$ cat src/rtl/fetch_stage_pkg.sv
// ----------------------------------------------------------------------------
// fetch_stage_pkg
//   Shared definitions for the instruction-fetch stage: next-PC select
//   encodings driven by the decode stage, the IF/ID bubble word, the fetch
//   controller state type and a word-alignment helper.
// ----------------------------------------------------------------------------
package fetch_stage_pkg;

    // Next-PC select, as produced by the decode stage.
    typedef enum logic [1:0] {
        PC_4   = 2'd0,
        PC_BEQ = 2'd1,
        PC_J   = 2'd2,
        PC_JR  = 2'd3
    } npc_sel_e;

    // sll $0,$0,0 -- the architectural no-op inserted as a bubble.
    localparam logic [31:0] INSTR_BUBBLE = 32'h0000_0000;

    // Fetch controller states.
    //   S_REQ  : request outstanding to instruction memory
    //   S_HOLD : word returned but IF/ID stalled; word parked in skid buffer
    //   S_DROP : redirected while a request was outstanding; response discarded
    typedef enum logic [1:0] {
        S_REQ  = 2'd0,
        S_HOLD = 2'd1,
        S_DROP = 2'd2
    } fetch_state_e;

    // Every PC load is forced onto a word boundary.
    function automatic logic [31:0] word_align(input logic [31:0] addr);
        return addr & ~32'h0000_0003;
    endfunction

endpackage

$ cat src/rtl/fetch_stage_if_id_reg.sv
// ----------------------------------------------------------------------------
// if_id_reg
//   IF/ID pipeline register with write enable, flush and asynchronous
//   active-low reset. Flush has priority over a load: it inserts the bubble
//   word, clears valid and keeps the previously held pc4.
//
//   clk_i    in   clock
//   rst_ni   in   asynchronous active-low reset
//   we_i     in   load instr_i/pc4_i and mark valid
//   flush_i  in   load bubble (priority over we_i)
//   instr_i  in   instruction word to load
//   pc4_i    in   PC+4 of that instruction
//   instr_o  out  held instruction
//   pc4_o    out  held PC+4
//   valid_o  out  held instruction is real (not a bubble)
// ----------------------------------------------------------------------------
module if_id_reg
    import fetch_stage_pkg::*;
(
    input  logic        clk_i,
    input  logic        rst_ni,
    input  logic        we_i,
    input  logic        flush_i,
    input  logic [31:0] instr_i,
    input  logic [31:0] pc4_i,
    output logic [31:0] instr_o,
    output logic [31:0] pc4_o,
    output logic        valid_o
);

    logic [31:0] instr_q;
    logic [31:0] pc4_q;
    logic        valid_q;

    always_ff @(posedge clk_i or negedge rst_ni) begin
        if (!rst_ni) begin
            instr_q <= '0;
            pc4_q   <= '0;
            valid_q <= 1'b0;
        end else if (flush_i) begin
            instr_q <= INSTR_BUBBLE;
            valid_q <= 1'b0;
        end else if (we_i) begin
            instr_q <= instr_i;
            pc4_q   <= pc4_i;
            valid_q <= 1'b1;
        end
    end

    assign instr_o = instr_q;
    assign pc4_o   = pc4_q;
    assign valid_o = valid_q;

endmodule

$ cat src/rtl/fetch_stage.sv
// ----------------------------------------------------------------------------
// fetch_stage
//   Instruction fetch stage with a single-outstanding-request memory port,
//   a one-entry skid buffer for IF/ID stalls and redirect handling for
//   branches/jumps resolved in decode.
//
//   clock          in   clock, rising edge
//   reset          in   asynchronous active-low reset
//   pc_write       in   PC may update this cycle (also gates redirects)
//   if_id_write    in   IF/ID may load this cycle
//   if_id_flush    in   IF/ID loads a bubble
//   s_npc          in   next-PC select (npc_sel_e)
//   zero           in   branch-equal result for PC_BEQ
//   branch_target  in   PC_BEQ target
//   jump_target    in   PC_J target
//   jr_target      in   PC_JR target
//   imem_req       out  instruction memory request
//   imem_addr      out  fetch address
//   imem_ready     in   response for the outstanding request this cycle
//   imem_rdata     in   instruction word
//   pc             out  current fetch PC
//   if_id_instr    out  IF/ID instruction (0 = bubble)
//   if_id_pc4      out  IF/ID PC+4
//   if_id_valid    out  IF/ID holds a real instruction
//   fetch_busy     out  waiting on memory (S_REQ without ready, or S_DROP)
// ----------------------------------------------------------------------------
module fetch_stage
    import fetch_stage_pkg::*;
#(
    parameter logic [31:0] RESET_PC = 32'h0000_0000
) (
    input  logic        clock,
    input  logic        reset,
    input  logic        pc_write,
    input  logic        if_id_write,
    input  logic        if_id_flush,
    input  logic [1:0]  s_npc,
    input  logic        zero,
    input  logic [31:0] branch_target,
    input  logic [31:0] jump_target,
    input  logic [31:0] jr_target,
    output logic        imem_req,
    output logic [31:0] imem_addr,
    input  logic        imem_ready,
    input  logic [31:0] imem_rdata,
    output logic [31:0] pc,
    output logic [31:0] if_id_instr,
    output logic [31:0] if_id_pc4,
    output logic        if_id_valid,
    output logic        fetch_busy
);

    fetch_state_e state_q, state_d;
    logic [31:0]  pc_q, pc_d;
    logic [31:0]  skid_instr_q, skid_instr_d;
    logic [31:0]  skid_pc4_q, skid_pc4_d;
    logic [31:0]  drop_addr_q, drop_addr_d;

    logic [31:0]  pc_plus4;
    logic         redirect;
    logic [31:0]  redirect_target;
    logic         id_we;
    logic [31:0]  id_instr;
    logic [31:0]  id_pc4;
    logic         busy_c;

    assign pc_plus4 = pc_q + 32'd4;

    // Redirect decode; pc_write gates every redirect.
    always_comb begin
        redirect        = 1'b0;
        redirect_target = pc_q;
        case (npc_sel_e'(s_npc))
            PC_BEQ: begin
                redirect        = pc_write & zero;
                redirect_target = branch_target;
            end
            PC_J: begin
                redirect        = pc_write;
                redirect_target = jump_target;
            end
            PC_JR: begin
                redirect        = pc_write;
                redirect_target = jr_target;
            end
            default: begin
                redirect        = 1'b0;
                redirect_target = pc_q;
            end
        endcase
    end

    always_comb begin
        state_d      = state_q;
        pc_d         = pc_q;
        skid_instr_d = skid_instr_q;
        skid_pc4_d   = skid_pc4_q;
        drop_addr_d  = drop_addr_q;
        id_we        = 1'b0;
        id_instr     = imem_rdata;
        id_pc4       = pc_plus4;
        imem_req     = 1'b0;
        imem_addr    = pc_q;
        busy_c       = 1'b0;

        case (state_q)
            S_REQ: begin
                imem_req = 1'b1;
                busy_c   = ~imem_ready;
                if (redirect) begin
                    pc_d = word_align(redirect_target);
                    if (!imem_ready) begin
                        // Response still owed for pc_q: remember its address
                        // so the port stays stable until it is consumed.
                        state_d     = S_DROP;
                        drop_addr_d = pc_q;
                    end
                end else if (imem_ready) begin
                    if (if_id_write) begin
                        id_we = 1'b1;
                        if (pc_write) begin
                            pc_d = word_align(pc_plus4);
                        end
                    end else begin
                        skid_instr_d = imem_rdata;
                        skid_pc4_d   = pc_plus4;
                        state_d      = S_HOLD;
                    end
                end
            end

            S_HOLD: begin
                id_instr = skid_instr_q;
                id_pc4   = skid_pc4_q;
                if (redirect) begin
                    // Buffered word is on the wrong path; leaving S_HOLD
                    // invalidates it.
                    pc_d    = word_align(redirect_target);
                    state_d = S_REQ;
                end else if (if_id_write) begin
                    id_we   = 1'b1;
                    state_d = S_REQ;
                    if (pc_write) begin
                        pc_d = word_align(pc_plus4);
                    end
                end
            end

            S_DROP: begin
                imem_addr = drop_addr_q;
                busy_c    = 1'b1;
                if (redirect) begin
                    pc_d = word_align(redirect_target);
                end
                if (imem_ready) begin
                    state_d = S_REQ;
                end
            end

            default: begin
                state_d = S_REQ;
            end
        endcase
    end

    always_ff @(posedge clock or negedge reset) begin
        if (!reset) begin
            state_q      <= S_REQ;
            pc_q         <= word_align(RESET_PC);
            skid_instr_q <= '0;
            skid_pc4_q   <= '0;
            drop_addr_q  <= '0;
        end else begin
            state_q      <= state_d;
            pc_q         <= pc_d;
            skid_instr_q <= skid_instr_d;
            skid_pc4_q   <= skid_pc4_d;
            drop_addr_q  <= drop_addr_d;
        end
    end

    if_id_reg u_if_id_reg (
        .clk_i   (clock),
        .rst_ni  (reset),
        .we_i    (id_we),
        .flush_i (if_id_flush),
        .instr_i (id_instr),
        .pc4_i   (id_pc4),
        .instr_o (if_id_instr),
        .pc4_o   (if_id_pc4),
        .valid_o (if_id_valid)
    );

    assign pc = pc_q;
    // Busy is held low while reset is asserted, whatever imem_ready does.
    assign fetch_busy = reset & busy_c;

endmodule

$ cat config.mk
export PLATFORM = sky130hd
export DESIGN_NAME = fetch_stage
export DESIGN_NICKNAME = d
export VERILOG_FILES = /design/src/rtl/fetch_stage_pkg.sv /design/src/rtl/fetch_stage_if_id_reg.sv /design/src/rtl/fetch_stage.sv
export SDC_FILE = /design/constraint.sdc
export NUM_CORES = 1
export LEC_CHECK = 0
export BUFFER_PORTS_ARGS = -buffer_cell sky130_fd_sc_hd__buf_4
export CORE_ASPECT_RATIO = 0.9
export CORE_MARGIN = 2
export CORE_UTILIZATION = 30
export DETAILED_ROUTE_END_ITERATION = 16
export PLACE_DENSITY = 0.5
export SYNTH_ARGS = -nofsm -noshare
export SYNTH_HDL_FRONTEND = slang
export SYNTH_SLANG_ARGS = --single-unit
$ cat constraint.sdc
create_clock -name clock -period 4 [get_ports clock]
set_clock_uncertainty 0.1 [all_clocks]
set_input_delay 0.6 -clock clock [delete_from_list [all_inputs] [get_ports clock]]
set_output_delay 0.6 -clock clock [all_outputs]
set_load 0.05 [all_outputs]
==> flow_metrics.py <==
metrics = {
    "synth": {
        "synth_seq_area_share_pct": 47.5,
        "syn_area_um2": 9840,
        "synth_seq_cells": 187,
        "synth_edf_count": 0,
        "synth_warnings": 0,
        "netlist.area_leader.share_pct": 47.5,
        "yosysTopAreaCell": "dfrtp_1",
        "synthTopCellsByCount": "dfrtp_1 (187), nand2_1 (136), nor2_1 (103)",
        "syn_avg_cell_area_um2": 9.65,
        "post-synth-top-count-cell": "dfrtp_1",
        "synth_area_leaders": "dfrtp_1 (48%), mux2_2 (11%), nand2_1 (5.2%)",
        "syn_inst": 1020,
        "async_flop_share_pct": 100,
        "synth.distinct_cells": 56,
        "ys.flop_type": "dfrtp_1",
    },
    "power": {
        "total_power_mw": 8.12,
        "p_int_mw": 4.60,
        "p_seq_share_pct": 36.8,
        "p_clk_share_pct": 22.1,
        "leakage_nw": 5.59,
        "peakVddDrop_uv": 310,
        "p_sw_share_pct": 43.4,
        "powerDensity_nw_per_um2": 641,
        "comb_power_share_pct": 41.1,
        "p_switching_mw": 3.53,
    },
    "setup_path": {
        "r2r_cells": 6,
        "start_kind": "flop",
        "slowest_stage": "nor2b_4",
        "cp_common_cell": "buf_4",
        "crit_chain": "nor2b_4, buf_4, mux2_2, buf_4",
        "worst_ep_required_time_ps": 3300,
        "endpoint_kind": "primary output",
        "cp_data_arrival_time_ps": 2490,
        "crit_fanout": 19,
        "critPathKind": "flop to primary output",
        "cpPeakStageDelay_ps": 580,
    },
    "sta": {
        "worst-slew-pin-transition_ps": 1040,
        "fin_crit_ps": 3190,
        "hold_violations": 0,
        "maxSlewViolCount": 0,
        "slew_headroom_pct": 29.9,
        "rsz0062_at_grt": "false",
        "fin_crit_sh_pct": 79.8,
        "final-setup-viol-count": 0,
        "setup_tns_ps": 0,
        "max_freq_ghz": 0.313,
    },
    "route": {
        "detail-route-antenna-nets": 0,
        "wirelength_um": 31300,
        "drc": 0,
        "drt-initial-drc-count": 507,
        "dr.pass1.iters": 5,
        "dr_total_vias": 8424,
        "vias_per_cell": 5.12,
        "post_drt_wl_per_cell_um": 19.0,
    },
    "global_route": {
        "grt_pass1_wl_um": 49000,
        "gr-total-overflow": 0,
        "grtUsageTotal_pct": 18.4,
        "first_global_vias": 8188,
        "antenna_found_initial": 1,
        "grt_max_degree": 128,
    },
    "layout": {
        "drive_gt1_share_pct": 33.5,
        "postLayoutCellArea_um2": 12700,
        "syn2layout_area_growth_pct": 28.7,
        "nFillCells": 3250,
        "nets": 1354,
        "stdcell_count": 1646,
    },
    "clock_network": {
        "h-tree-depth": 4,
        "cts_hold_buf": 0,
        "cts_tree": "done",
        "clock_sinks": 187,
        "clk-insertion-delay-late_ps": 440,
        "root_buffer": "clkbuf_16",
        "clk_pin_slew_ps": 80,
        "cts.path.max_buffers": 2,
        "cts_setup_buffers": 0,
        "ctsResizeCount": 0,
        "cts_made_buffers": 17,
    },
    "die": {
        "rows": 62,
        "ios": 268,
        "fp.dieW_um": 195,
        "dieArea_um2": 34300,
        "core_region_area_um2": 32100,
        "start_util_pct": 30.6,
        "die_y_um": 176,
    },
    "min_path": {
        "holdCritPathClass": "input port to async pin",
    },
    "run": {
        "maxCapViolations": 0,
    },
    "run_status": {
        "status": "completed",
    },
    "placement": {
        "dp_cells": 1613,
        "port-buffer-count": 255,
        "placed_area_um2": 12100,
        "gp_congestion": 0.837,
        "place_hpwl_um": 21800,
    },
}
## layer usage
metal | wire [µm] | global-route usage, % | vias up | share of wire (%)
met1 | 14500 | 25.4 | 4177 | 46
met2 | 15200 | 30.4 | 152 | 49
met4 | 437 | 5.12 | 0 | 1.4
li1 | - | - | 4075 | -
met5 | 0 | 0 | - | 0
met3 | 1120 | 2.55 | 20 | 3.6
## per-stage QoR
stage                     util, %  hold WS, ps  worst slack, ps
final                        39.4         20.0              806
after global routing         39.4         60.6              654
after CTS                    39.4         45.4              719
after detailed placement     37.5          370             1080
after global placement       37.5          364             1080
after floorplan                 -          204             1200
## cells by family (layout without fill, tap and decap cells)
kind of cell | after synthesis | count (layout) | synth area share, %
simple gates | 349 | 349 | 15.9
xor+xnor | 18 | 18 | 1.60
buf+inv | 103 | 307 | 4.64
fa+ha+maj | 1 | 1 | 0.127
other cells | 1 | 7 | 0.0381
mux | 121 | 121 | 14.2
compound gates | 240 | 240 | 15.9
flops | 187 | 187 | 47.5
## layout make-up
| cell class | count | area (µm²) | share of cell area (%) |
|---|---|---|---|
| repair buffers | 269 | 2060 | 16.3 |
| inverters | 6 | 22.5 | 0.178 |
| clock buffers | 18 | 429 | 3.39 |
| well taps | 416 | 520 | 4.11 |
| flip-flops and latches | 187 | 4680 | 36.9 |
| multi-input cells | 735 | 4770 | 37.7 |
| diodes | 1 | 2.50 | 0.0198 |
| clock inverters | 14 | 179 | 1.41 |
## placed cells by master (no fill, tap or decap), drive strengths merged, types with 12 or more instances in the layout
| cell | n |
|---|---|
| buf | 268 |
| dfrtp | 187 |
| nand2 | 136 |
| nor2 | 103 |
| mux2 | 98 |
| a21oi | 70 |
| o21ai | 58 |
| a311oi | 32 |
| nand3 | 20 |
| nor3 | 19 |
| clkbuf | 19 |
| mux2i | 18 |
| and3 | 17 |
| inv | 13 |
| nand4 | 12 |
| o22ai | 12 |
| nor4 | 12 |
## power by group through the flow
stage	combinational, mW	sequential, mW	clock (mW)
CTS	3.38	3.00	1.85
floorplan	1.64	3.62	0
global placement	3.35	3.01	0
global route	3.56	3.10	1.93
detailed placement	3.37	3.03	0
finish	3.34	2.99	1.79
## worst max-delay path, delay by kind of cell, from the launching register on
kind / cells / cell delay [ps]
multiplexers: 1 / 380
buffers and inverters: 2 / 570
flip-flops: 1 / 500
AND/OR/NAND/NOR: 1 / 580
## sequential cells by signal (all words and copies together) (netlist names)
register and flops:
drop_addr_q 30, pc 30, skid_instr_q 32, skid_pc4_q 30, state_q 2, u_if_id_reg.instr_o 32
u_if_id_reg.pc4_o 30, u_if_id_reg.valid_o 1
## worst paths after layout
path | start | end | slack [ps]
min in group clock | imem_rdata[18] | skid_instr_q[18] | 300
max in group asynchronous | reset | u_if_id_reg.pc4_o[24] | 2670
min | reset | drop_addr_q[16] | 20
max reg2reg | pc[2] | pc[30] | 1230
max | state_q[1] | imem_addr[28] | 810
min reg2reg | u_if_id_reg.pc4_o[7] | u_if_id_reg.pc4_o[7] | 390
No activity file was read; power rests on OpenSTA's default activity.
